--- src/rtl/shift_operand_stage.sv ---
// Operand stage feeding the barrel shifter: captures rotated-immediate or register
// operands and waits for Rs on register-specified shifts. Optional flush: SHIFT_STAGE_FLUSH_EN.
module shift_operand_stage (
  input  logic        clk,
  input  logic        rst,
`ifdef SHIFT_STAGE_FLUSH_EN
  input  logic        flush,
`endif
  input  logic        in_valid,
  output logic        in_ready,
  input  logic        imm_form,
  input  logic [7:0]  imm8,
  input  logic [3:0]  rot,
  input  logic        shift_by_reg,
  input  logic [4:0]  shift_imm,
  input  logic [1:0]  shift_op,
  input  logic [31:0] rm_data,
  input  logic [7:0]  rs_data,
  input  logic        rs_valid,
  input  logic        c_flag,
  output logic [31:0] op1,
  output logic [7:0]  shift_amount,
  output logic [2:0]  shift_type,
  output logic        c_out,
  output logic        out_valid,
  input  logic        out_ready,
  output logic [1:0]  state_dbg
);

  // Handshake: a transfer happens on a rising edge where valid and ready are both
  // high; valid never depends on ready, and outputs hold while valid && !ready.

  typedef enum logic [1:0] {
    EMPTY   = 2'd0,
    WAIT_RS = 2'd1,
    FULL    = 2'd2
  } state_t;

  state_t state, state_nxt;
  logic   flush_i;
  logic   accept;
  logic   load_rs;

`ifdef SHIFT_STAGE_FLUSH_EN
  assign flush_i = flush;
`else
  assign flush_i = 1'b0;
`endif

  always_ff @(posedge clk) begin
    if (rst) state <= EMPTY;
    else     state <= state_nxt;
  end

  always_comb begin
    state_nxt = state;
    in_ready  = 1'b0;
    load_rs   = 1'b0;
    case (state)
      EMPTY:   in_ready = 1'b1;
      WAIT_RS: begin
        if (rs_valid) begin
          load_rs   = 1'b1;
          state_nxt = FULL;
        end
      end
      FULL: begin
        in_ready = out_ready;
        if (out_ready) state_nxt = EMPTY;
      end
      default: state_nxt = EMPTY;
    endcase
    if (rst || flush_i) in_ready = 1'b0;
    accept = in_valid && in_ready;
    if (accept) state_nxt = (!imm_form && shift_by_reg) ? WAIT_RS : FULL;
    // Flush beats both a pending Rs arrival and a new acceptance.
    if (flush_i) begin
      state_nxt = EMPTY;
      load_rs   = 1'b0;
    end
  end

  always_ff @(posedge clk) begin
    if (rst) begin
      op1          <= 32'h0;
      shift_amount <= 8'h0;
      shift_type   <= 3'b000;
      c_out        <= 1'b0;
    end else if (accept) begin
      if (imm_form) begin
        op1          <= {24'h0, imm8};
        shift_amount <= {3'b000, rot, 1'b0};
        shift_type   <= 3'b011;
        c_out        <= c_flag;
      end else begin
        op1        <= rm_data;
        shift_type <= {~shift_by_reg, shift_op};
        // Register-specified shifts take amount and carry when Rs arrives.
        if (!shift_by_reg) begin
          shift_amount <= {3'b000, shift_imm};
          c_out        <= c_flag;
        end
      end
    end else if (load_rs) begin
      shift_amount <= rs_data;
      c_out        <= c_flag;
    end
  end

  assign out_valid = (state == FULL);
  assign state_dbg = state;

endmodule

--- config.mk ---
export PLATFORM = sky130hd
export DESIGN_NAME = shift_operand_stage
export DESIGN_NICKNAME = d
export VERILOG_FILES = /design/src/rtl/shift_operand_stage.sv
export SDC_FILE = /design/constraint.sdc
export NUM_CORES = 1
export LEC_CHECK = 0
export ABC_AREA = 1
export CAP_MARGIN = 20
export CORE_ASPECT_RATIO = 0.6
export CORE_MARGIN = 8
export CORE_UTILIZATION = 36
export CTS_CLUSTER_DIAMETER = 50
export DETAILED_ROUTE_END_ITERATION = 8
export GPL_ROUTABILITY_DRIVEN = 0
export GPL_TIMING_DRIVEN = 0
export PLACE_DENSITY_LB_ADDON = 0.25
export SLEW_MARGIN = 20
export SYNTH_ARGS = -nofsm -noshare
export SYNTH_HDL_FRONTEND = slang
export SYNTH_SLANG_ARGS = --single-unit
--- constraint.sdc ---
create_clock -name clk -period 1.21 [get_ports clk]
set_input_delay 0.242 -clock clk [delete_from_list [all_inputs] [get_ports clk]]
set_output_delay 0.242 -clock clk [all_outputs]
set_load 0.01 [all_outputs]
Word level (Yosys, flattened, before mapping)
Index checks and enable logic that the tools add are counted.
{"block": "word_totals", "regBits": 46, "input_bits": 67}
{"block": "op_classes", "reduce_logical": 7, "eq_ne": 6, "bitwise": 1, "n_mux": 19}
{"op": "$mux 32", "n": 1}
{"op": "$mux 8", "n": 4}
{"op": "$mux 2", "n": 4}
{"op": "$mux 1", "n": 7}
{"op": "$ne 3x3->1 const B", "n": 2}
{"op": "$pmux 2 s3", "n": 1}
{"op": "$mux 3", "n": 1}
{"op": "$ne 3x1->1 const B", "n": 1}
{"op": "$reduce_and 3->1", "n": 1}
{"op": "$eq 2x1->1 const B", "n": 1}
{"op": "$eq 2x2->1 const B", "n": 1}
{"op": "$logic_and 1x1->1", "n": 2}
{"op": "$logic_not 2->1", "n": 1}
{"op": "$ne 2x2->1 const B", "n": 1}
{"op": "$pmux 1 s2", "n": 1}
{"op": "$reduce_and 2->1", "n": 1}
{"op": "$reduce_bool 2->1", "n": 1}
{"op": "$logic_not 1->1", "n": 1}
{"op": "$not 1->1", "n": 1}

Longest topological paths before layout
Gate-level depths: netlist (run 1).
{"block": "logic_depth", "depth_word": 6, "mapped_depth": 8, "mapped_depth_nobuf": 7}

Worst setup path after synthesis (run 1)
No wires, ideal clock.
{"block": "synth_path", "kind": "register to register", "start": "reg state[0] (netlist: state_dbg[0])", "end": "reg c_out", "setup_time_ns": 0.115, "t_arrival_ns": 1.089, "t_required_ns": 1.095, "synth_period_minus_slack_ns": 1.204, "path_stages_with_launch": 7, "setup_slack_ns": 0.006, "cell_sequence": "dfxtp_1 inv_1 nor2_1 nand2_2 buf_6 a21oi_1 nor2_1"}
{"block": "synth_via", "elab_chain_len": 6}
{"element": "start: declaration", "line": "39", "text": "state_t state, state_nxt;"}
{"element": "start signal: assignment", "line": "52", "text": "else state <= state_nxt;"}
{"element": "$eq 2x2->1 or $logic_not 2->1 (tied branches)", "line": "59", "text": "case (state)"}
{"element": "$pmux 1 s2", "line": "59"}
{"element": "$mux 1", "line": "73", "text": "if (rst || flush_i) in_ready = 1'b0;"}
{"element": "$logic_and 1x1->1", "line": "74", "text": "accept = in_valid && in_ready;"}
{"element": "$ne 3x3->1 (no line) or $reduce_bool 2->1 (tied branches)"}
{"element": "$reduce_and 2->1 (no line)"}
{"element": "end signal: assignment", "line": "94", "text": "c_out <= c_flag;"}
{"element": "end signal: assignment", "line": "101", "text": "c_out <= c_flag;"}
{"element": "end signal: assignment", "line": "106", "text": "c_out <= c_flag;"}
{"element": "end: declaration", "line": "24", "text": "output logic c_out,"}
Several ways; a longest one is shown, not always the timed one.
A chain may end at the register's enable or synchronous reset.

Worst setup path after layout (run 1)
{"block": "layout_path", "start": "reg state[1] (netlist: state_dbg[1])", "end": "out in_ready"}
{"block": "layout_via", "elab_chain_len": 3}
{"element": "$eq 2x2->1 or $logic_not 2->1 (tied branches)", "line": "59"}
{"element": "$pmux 1 s2 (*)", "line": "59"}
{"element": "$mux 1 (*)", "line": "73"}
{"element": "end: declaration", "line": "10", "text": "output logic in_ready,"}
Every way passes the cells marked *; elsewhere a longest branch is shown, timed or not.

==> results.cfg, run 1 <==
[logic_synthesis]
syn_area_mm2 = 0.00227
ys_ff_latch = 46
synthesis.nets = 371
synth_ff_type = dfxtp_1
synthCells = 304
ys_types = 22
async_flop_share_pct = 0
synth_edf_count = 0
avgSynthCellArea_um2 = 7.48
ys_seq_area_share_pct = 40.5
yosysWarningCount = 0

[job]
drv_cap = 0

[layout]
final_cell_count_no_fill = 520
n_antenna_cell = 0
fin_area_mm2 = 0.00379
drive_above_1_share_pct = 24.1
nets = 502
area_growth_pct = 66.7

[routing]
routed_via_density = 4.63
vias = 2406
drt-pass1-iter-count = 4
drc = 0
postRouteAntennaNets = 0
drt-total-wl_um = 7810
drtIter0Drc = 116
wl_per_cell_um = 15.0

[placement]
port_buffers = 111
postPlaceCellArea_mm2 = 0.00349
place_inst = 499
hpwlAfterDp_um = 5780

[setup_path]
critical_path_class = register to output port
path_max_fanout = 4
start_kind = register
worst_setup_path_end_kind = output port
cp.arrival_ns = 1.04
worstPathRequired_ns = 0.97

[timing]
period_needed_ns = 1.28
fmax_mhz = 780
fin_tns_setup_ns = -0.505
setup_slack_ns = -0.0713
hold_viol = 0
period_share_pct = 106
slew_headroom_pct = 51.5
tightest_slew_ns = 0.728
finClkSkew_ns = 0.00672
finalSetupViolCount = 26
maxSlewViolCount = 0
grt_setup_unrepaired = yes

[worst_hold_path]
hp-class = input pin to register

[die]
ios = 115
dieArea_mm2 = 0.00920
initial_utilization_pct = 37.2
die_y_um = 77.6
rows = 22
dieWidth_um = 119
core_region_area_mm2 = 0.00611

[power]
ir_drop_mv = 0.544
p_per_area_mw_per_mm2 = 954
p_leak_uw = 0.00170

[clock_tree]
max-clock-path-buffers = 2
cts_tree = yes
root_buffer = clkbuf_8
htree_levels = 2
clk_pin_slew_ns = 0.09
cts_buffers = 5
cts_sinks = 46
clk_latency_ns = 0.30

[global_route]
track_usage_pct = 16.4
grt_pass1_wl_um = 12400
grt_max_degree = 15
antenna_found_initial = 0
grt_overflow_total = 0
grt_pass1_vias = 2429

[status]
violations = negative setup slack
status = finished, violations left
## worst max-delay path: stages, from the launching register on
cell and delay (ns):
dfxtp_4 0.38, inv_2 0.10, nor2_4 0.05, nor2_4 0.11, buf_6 0.11
## registers in the layout (all words and copies together), names as in the netlist
register	flops
shift_amount	8
shift_type	3
state_dbg	2
c_out	1
op1	32
## cells in the final DEF, fill, tap and decap left out, types with 3 or more instances in the layout
cell type / count
buf_2: 9
clkdlybuf4s50_1: 62
inv_1: 18
nor2_1: 19
a21oi_1: 14
nor2_4: 4
buf_6: 8
nand3_2: 21
clkdlybuf4s15_1: 10
nand3_1: 17
dlygate4sd2_1: 35
dfxtp_1: 44
nor3_1: 3
buf_4: 9
nand2_2: 4
clkbuf_8: 5
clkbuf_1: 4
o21ai_0: 3
a21oi_2: 24
nand2_1: 101
## power breakdown
| part | total (µW) | switching (µW) | internal, µW | leakage, µW |
|---|---|---|---|---|
| Clock | 1150 | 540 | 609 | 0.0000579 |
| Sequential | 1620 | 36.7 | 1580 | 0.000376 |
| Combinational | 853 | 404 | 449 | 0.00126 |
## final timing paths
check	startpoint	to	slack (ns)	depth (start not counted)
worst max-delay path	state_dbg[1]$_SDFFE_PP0P_	in_ready	-0.07	4
worst min-delay path	rst	op1[5]$_SDFFE_PP0P_	0.14	2
worst max register to register	state_dbg[1]$_SDFFE_PP0P_	op1[30]$_SDFFE_PP0P_	-0.04	6
worst min register to register	shift_type[2]$_SDFFE_PP0P_	shift_type[2]$_SDFFE_PP0P_	0.46	2
## through the flow
| step | power, µW | util (%) | hold slack (ns) | setup slack (ns) |
|---|---|---|---|---|
| final | 3620 | 62.0 | 0.143 | -0.0713 |
| after global routing | 3780 | 62.0 | 0.145 | -0.130 |
| after CTS | 3610 | 60.3 | 0.139 | -0.186 |
| after detailed placement | 2460 | 57.1 | 0.457 | -0.667 |
| after global placement | 2450 | 57.1 | 0.451 | -0.666 |
| after floorplan | 2010 | - | 0.374 | 0.00567 |
## synthesized netlist by cell type (3+ instances only)
cell type | count | share of area (%)
nand2_1 | 104 | 17
buf_6 | 3 | 1.5
inv_1 | 20 | 3.3
nor3_1 | 3 | 0.66
nand3_1 | 18 | 4.0
dfxtp_1 | 46 | 40
a21oi_2 | 20 | 7.7
clkbuf_1 | 4 | 0.66
buf_2 | 10 | 2.2
a21oi_1 | 18 | 4.0
nand3_2 | 20 | 8.8
o21ai_0 | 3 | 0.66
nor2_1 | 23 | 3.8
## per-layer routing
metal / global-route usage [%] / routed length (µm)
met3: 5.64 / 751
met4: 4.14 / 67
met5: 0 / 0
met1: 22.0 / 3790
met2: 24.6 / 3210
## cells by family after synthesis
group           after synthesis  synth area share [%]
buf+inv                      42                  9.85
simple gates                175                  37.3
compound gates               41                  12.3
flops                        46                  40.5
## repair_timing
action | 4_1_cts | 5_1_grt
resized for setup | 76 | 33
hold endpoints to repair | 0 | 0
endpoints found under the setup margin | 94 | 58
pin swaps | 7 | 3
hold buffers | 0 | 0
gates cloned | 2 | 2
buffers inserted | 8 | 1
## cell type report
type	instances	area (µm²)
plain buffers	20	163
clock buffers	5	68.8
clock inverters	3	40.0
fillers	598	2320
inverters	22	92.6
multi-input cells	216	1200
flip-flops and latches	46	928
well taps	84	105
repair buffers	124	1200
No activity file was read; power rests on OpenSTA's default activity.
==> inputs of run 2 (changes only) <==
--- a/config.mk
+++ b/config.mk
@@ -7,9 +7,10 @@
 export LEC_CHECK = 0
 export ABC_AREA = 1
 export CAP_MARGIN = 20
-export CORE_ASPECT_RATIO = 0.6
+export CELL_PAD_IN_SITES_DETAIL_PLACEMENT = 2
+export CELL_PAD_IN_SITES_GLOBAL_PLACEMENT = 2
 export CORE_MARGIN = 8
-export CORE_UTILIZATION = 36
+export CORE_UTILIZATION = 19
 export CTS_CLUSTER_DIAMETER = 50
 export DETAILED_ROUTE_END_ITERATION = 8
 export GPL_ROUTABILITY_DRIVEN = 0
==> run 2 against run 1 <==
  * The flow still finishes with violations (negative setup slack)
  * Via count up 5.4%
  * Critical path depth up 4
  * Clock skew about the same
  * Non-clock buffer count up 10
  * Register-to-register slack worse by 0.08 ns
  * Cell count up 14%
  * Sequential cell count unchanged
  * Clock-buffer cell count up 1
  * Cell area up 15%
  * Global-route usage down 4.1 points
  * Die area up 71%
  * Clock power up 41%
==> results.cfg, run 2 (synthesis gave the netlist of run 1 again) <==
[global_route]
antenna_found_initial = 0
grt_pass1_wl_um = 15400
grt_max_degree = 14
track_usage_pct = 12.3
grt_pass1_vias = 2903
grt_overflow_total = 0

[setup_path]
start_kind = register
worst_setup_path_end_kind = register
critical_path_class = register to register
cp.arrival_ns = 1.54
worstPathRequired_ns = 1.42
r2r_setup_slack_ns = -0.12
path_max_fanout = 5

[routing]
drt-total-wl_um = 9950
routed_via_density = 4.27
vias = 2537
drt-pass1-iter-count = 4
drtIter0Drc = 44
wl_per_cell_um = 16.7
postRouteAntennaNets = 0
drc = 0

[timing]
whs_ns = 0.183
grt_setup_unrepaired = yes
finClkSkew_ns = 0.00702
fmax_mhz = 752
period_needed_ns = 1.33
slew_headroom_pct = 51.5
period_share_pct = 110
finalSetupViolCount = 46
tightest_slew_ns = 0.728
hold_viol = 0
setup_slack_ns = -0.119
maxSlewViolCount = 0

[clock_tree]
cts_buffers = 5
root_buffer = clkbuf_16
holdBufCountCts = 0
htree_levels = 2
clk_pin_slew_ns = 0.07
max-clock-path-buffers = 2
clk_latency_ns = 0.28
cts_sinks = 46
cts_tree = yes

[layout]
final_common_cell = nand2_1
final_cell_count_no_fill = 594
nets = 514
final_cell_mix = nand2_1 (77), clkdlybuf4s50_1 (62), dfxtp_1 (44), dlygate4sd2_1 (37), a21oi_2 (34)
largest-register = op1
largest_reg_flops = 32
reg.largest.list = op1 (32), shift_amount (8), shift_type (3)
drive_above_1_share_pct = 36.2
area_growth_pct = 92.2
n_antenna_cell = 0

[power]
p_per_area_mw_per_mm2 = 978
p_leak_uw = 0.00192
ir_drop_mv = 0.551
power_uw = 4280

[die]
ios = 115
rows = 40
core_region_area_mm2 = 0.0119
die_y_um = 125
dieArea_mm2 = 0.0157
dieWidth_um = 125
initial_utilization_pct = 19.2

[placement]
hpwlAfterDp_um = 7110
pre_cts_ws_ns = -0.699
port_buffers = 111
place_inst = 562

[job]
drv_cap = 0

[status]
status = finished, violations left
violations = negative setup slack

[worst_hold_path]
hp-class = input pin to register
==> run 2: cell count changes in the layout (fill, tap and decap cells not counted), moves of 3 or more <==
cell,previous run,this run
nand2_1,101,77
nand3_4,1,4
nand3_1,17,14
a21oi_1,14,4
clkbuf_16,1,6
nand2_2,4,19
buf_6,8,15
a21oi_2,24,34
nand2_4,1,9
clkdlybuf4s15_1,10,7
buf_2,9,5
buf_12,1,6
nor2_1,19,15
clkbuf_8,5,1
==> run 2: power breakdown <==
part	internal, µW	switching, µW
Combinational	536	498
Clock	1020	603
Sequential	1580	39.3
Total	3140	1140
==> run 2: timing repair <==
action                                  4_1_cts  5_1_grt
endpoints found under the hold margin         0        0
pin swaps                                    22       14
endpoints found under the setup margin       94       57
buffers inserted                             13        5
gates cloned                                  7        1
resized for setup                           133       55
==> run 2: worst paths after layout <==
kind | start | endpoint | depth (start not counted)
setup / recovery | state_dbg[1]$_SDFFE_PP0P_ | op1[17]$_SDFFE_PP0P_ | 8
hold / removal | rst | op1[7]$_SDFFE_PP0P_ | 2
setup reg to reg | state_dbg[1]$_SDFFE_PP0P_ | op1[17]$_SDFFE_PP0P_ | 8
hold reg to reg | op1[10]$_SDFFE_PP0P_ | op1[10]$_SDFFE_PP0P_ | 2
==> run 2: final cells by class <==
cell class	instances	area (µm²)
buffer	20	193
clock buffer	6	139
clock inverter	1	30.0
fill	1351	7490
inverter	22	92.6
multi-input combinational	217	1430
sequential	46	928
tap	147	184
timing repair buffer	134	1370
timing repair inverter	1	6.26
==> run 2: critical path, stage by stage (launching register included) <==
cell	delay, ns
dfxtp_4	0.35
buf_6	0.13
nand2_8	0.06
nand3_4	0.16
inv_8	0.13
buf_12	0.12
buf_12	0.11
nand3_2	0.06
a21oi_2	0.13
==> run 2: through the flow <==
| step | util, % | cell area, µm² | TNS, ns |
|---|---|---|---|
| finish | 36.9 | 4370 | -3.66 |
| global route | 36.9 | 4370 | -7.03 |
| CTS | 35.2 | 4180 | -3.98 |
| detailed placement | 30.1 | 3570 | -26.52 |
| global placement | 30.1 | 3570 | -24.61 |
| floorplan | - | 2270 | 0 |
==> run 2: metal layers <==
metal  wire length (µm)  track usage, %  share of wire (%)
met3                985            5.95                9.9
met5                  0               0                  0
met1               3880            13.2                 39
met4                 74            2.36               0.74
met2               5010            21.6                 50
==> inputs of run 3 (changes only) <==
--- a/config.mk
+++ b/config.mk
@@ -20,3 +20,4 @@
 export SYNTH_ARGS = -nofsm -noshare
 export SYNTH_HDL_FRONTEND = slang
 export SYNTH_SLANG_ARGS = --single-unit
+export TNS_END_PERCENT = 10
==> run 3 against run 2 <==
  * Sequential cell count did not move
  * Sequential power is essentially flat
  * Total power fell by 2.7%
  * The run still ends with negative setup slack left
  * Largest cell class unchanged
  * Highest routed layer unchanged
==> results.cfg, run 3 (synthesis gave the netlist of run 1 again) <==
[global_route]
track_usage_pct = 11.8
grt_pass1_wl_um = 14800
grt_max_degree = 14
antenna_found_initial = 0
grt_pass1_vias = 2796
grt_overflow_total = 0

[die]
rows = 40
initial_utilization_pct = 19.2
dieWidth_um = 125
core_region_area_mm2 = 0.0119
dieArea_mm2 = 0.0157
die_y_um = 125
ios = 115

[setup_path]
crit_end = shift_amount[3]$_SDFFE_PP0P_
crit_chain = buf_6 -> nand2_8 -> nand3_4 -> buf_8 -> nand2_4 -> nand2_2 -> nor2_2 -> nor2_1
cp.arrival_ns = 1.49
max_stage_delay_ns = 0.36
r2r-start = state_dbg[1]$_SDFFE_PP0P_
ff2ff_path_depth = 8
start_kind = register
worst_setup_path_end_kind = register
path_buf_inv = 2
slowest_stage = dfxtp_4
worst-path-stages = 8
path_max_fanout = 8
path_delay_family = simple AND/OR/NAND/NOR gates
regToRegEndpoint = shift_amount[3]$_SDFFE_PP0P_
critical_path_class = register to register
r2r_setup_slack_ns = -0.1
critPathLaunch = state_dbg[1]$_SDFFE_PP0P_
worstPathRequired_ns = 1.39

[timing]
fmax_mhz = 764
period_share_pct = 108
hold_viol = 0
setup_slack_ns = -0.0987
maxSlewViolCount = 0
grt_setup_unrepaired = yes
finalSetupViolCount = 43
period_needed_ns = 1.31
slew_headroom_pct = 50.8
finClkSkew_ns = 0.00867
tightest_slew_ns = 0.739

[layout]
drive_above_1_share_pct = 29.7
regArea_um2 = 928
n_antenna_cell = 0
nets = 501
largest_reg_flops = 32
area_growth_pct = 78.6
reg.largest.list = op1 (32), shift_amount (8), shift_type (3)
fillers = 1386
final_cell_mix = nand2_1 (83), clkdlybuf4s50_1 (62), dfxtp_1 (44), dlygate4sd2_1 (40), a21oi_2 (30)
largest-register = op1
utilization_pct = 34.3
final_common_cell = nand2_1
multi_input_area_mm2 = 0.00130

[job]
drv_cap = 0

[clock_tree]
max-clock-path-buffers = 2
cts_sinks = 46
htree_levels = 2
cts_buffers = 5
cts_tree = yes
clk_latency_ns = 0.29
holdBufCountCts = 0
clk_pin_slew_ns = 0.07
root_buffer = clkbuf_16

[routing]
drt-total-wl_um = 9480
drtIter0Drc = 54
vias = 2481
wl_per_cell_um = 16.3
drt-pass1-iter-count = 3
postRouteAntennaNets = 0
drc = 0
routed_via_density = 4.27

[placement]
hpwlAfterDp_um = 7110
port_buffers = 111
pre_cts_ws_ns = -0.699

[power]
p_per_area_mw_per_mm2 = 1020
ir_drop_mv = 0.565
p_leak_uw = 0.00179

[status]
violations = negative setup slack
status = finished, violations left

[worst_hold_path]
hp-class = input pin to register
## run 3: through the flow
stage | setup TNS (ns) | cells | total power, µW | hold WS [ns] | cell area (µm²)
final | -2.74 | 581 | 4160 | 0.176 | 4060
after global routing | -6.02 | 581 | 4370 | 0.183 | 4060
after CTS | -3.34 | 580 | 4180 | 0.180 | 3930
after detailed placement | -26.52 | 562 | 2490 | 0.464 | 3570
after global placement | -24.61 | 562 | 2470 | 0.454 | 3570
after floorplan | 0 | 304 | 2010 | 0.374 | 2270
## run 3: worst min-delay path by stage
stage / startpoint / end / slack (ns) / cells after the start
after CTS: rst / op1[6]$_SDFFE_PP0P_ / 0.18 / 2
final: rst / op1[7]$_SDFFE_PP0P_ / 0.18 / 2
after floorplan: c_flag / c_out$_SDFFE_PP0P_ / 0.37 / 2
after global routing: rst / op1[8]$_SDFFE_PP0P_ / 0.18 / 2
after global placement: op1[3]$_SDFFE_PP0P_ / op1[3]$_SDFFE_PP0P_ / 0.45 / 2
after detailed placement: op1[11]$_SDFFE_PP0P_ / op1[11]$_SDFFE_PP0P_ / 0.46 / 2
## run 3: report_power, final
part	switching [µW]	total (µW)	leakage, µW	internal (µW)
registers	37.5	1620	0.000376	1580
clock network	602	1620	0.0000829	1020
logic	450	921	0.00133	471
## run 3: repair_timing
| action | 4_1_cts | 5_1_grt |
|---|---|---|
| gates cloned | 3 | 1 |
| pin swaps | 14 | 12 |
| resized for setup | 99 | 43 |
| setup endpoints to repair | 94 | 55 |
| hold endpoints to repair | 0 | 0 |
| buffers inserted | 8 | 0 |
## run 3: layout make-up
cell class	instances	share of cell area, %
well taps	147	4.53
repair buffers	121	29.4
clock buffers	6	3.42
plain buffers	20	4.59
repair inverters	1	0.0924
inverters	22	2.40
flip-flops and latches	46	22.9
clock inverters	1	0.739
multi-input cells	217	32.0
## run 3: per-layer routing
layer / part of all wire, % / track usage [%]
met5: 0 / 0
met4: 0.87 / 2.36
met3: 9.7 / 5.74
met2: 49 / 20.5
met1: 41 / 12.8
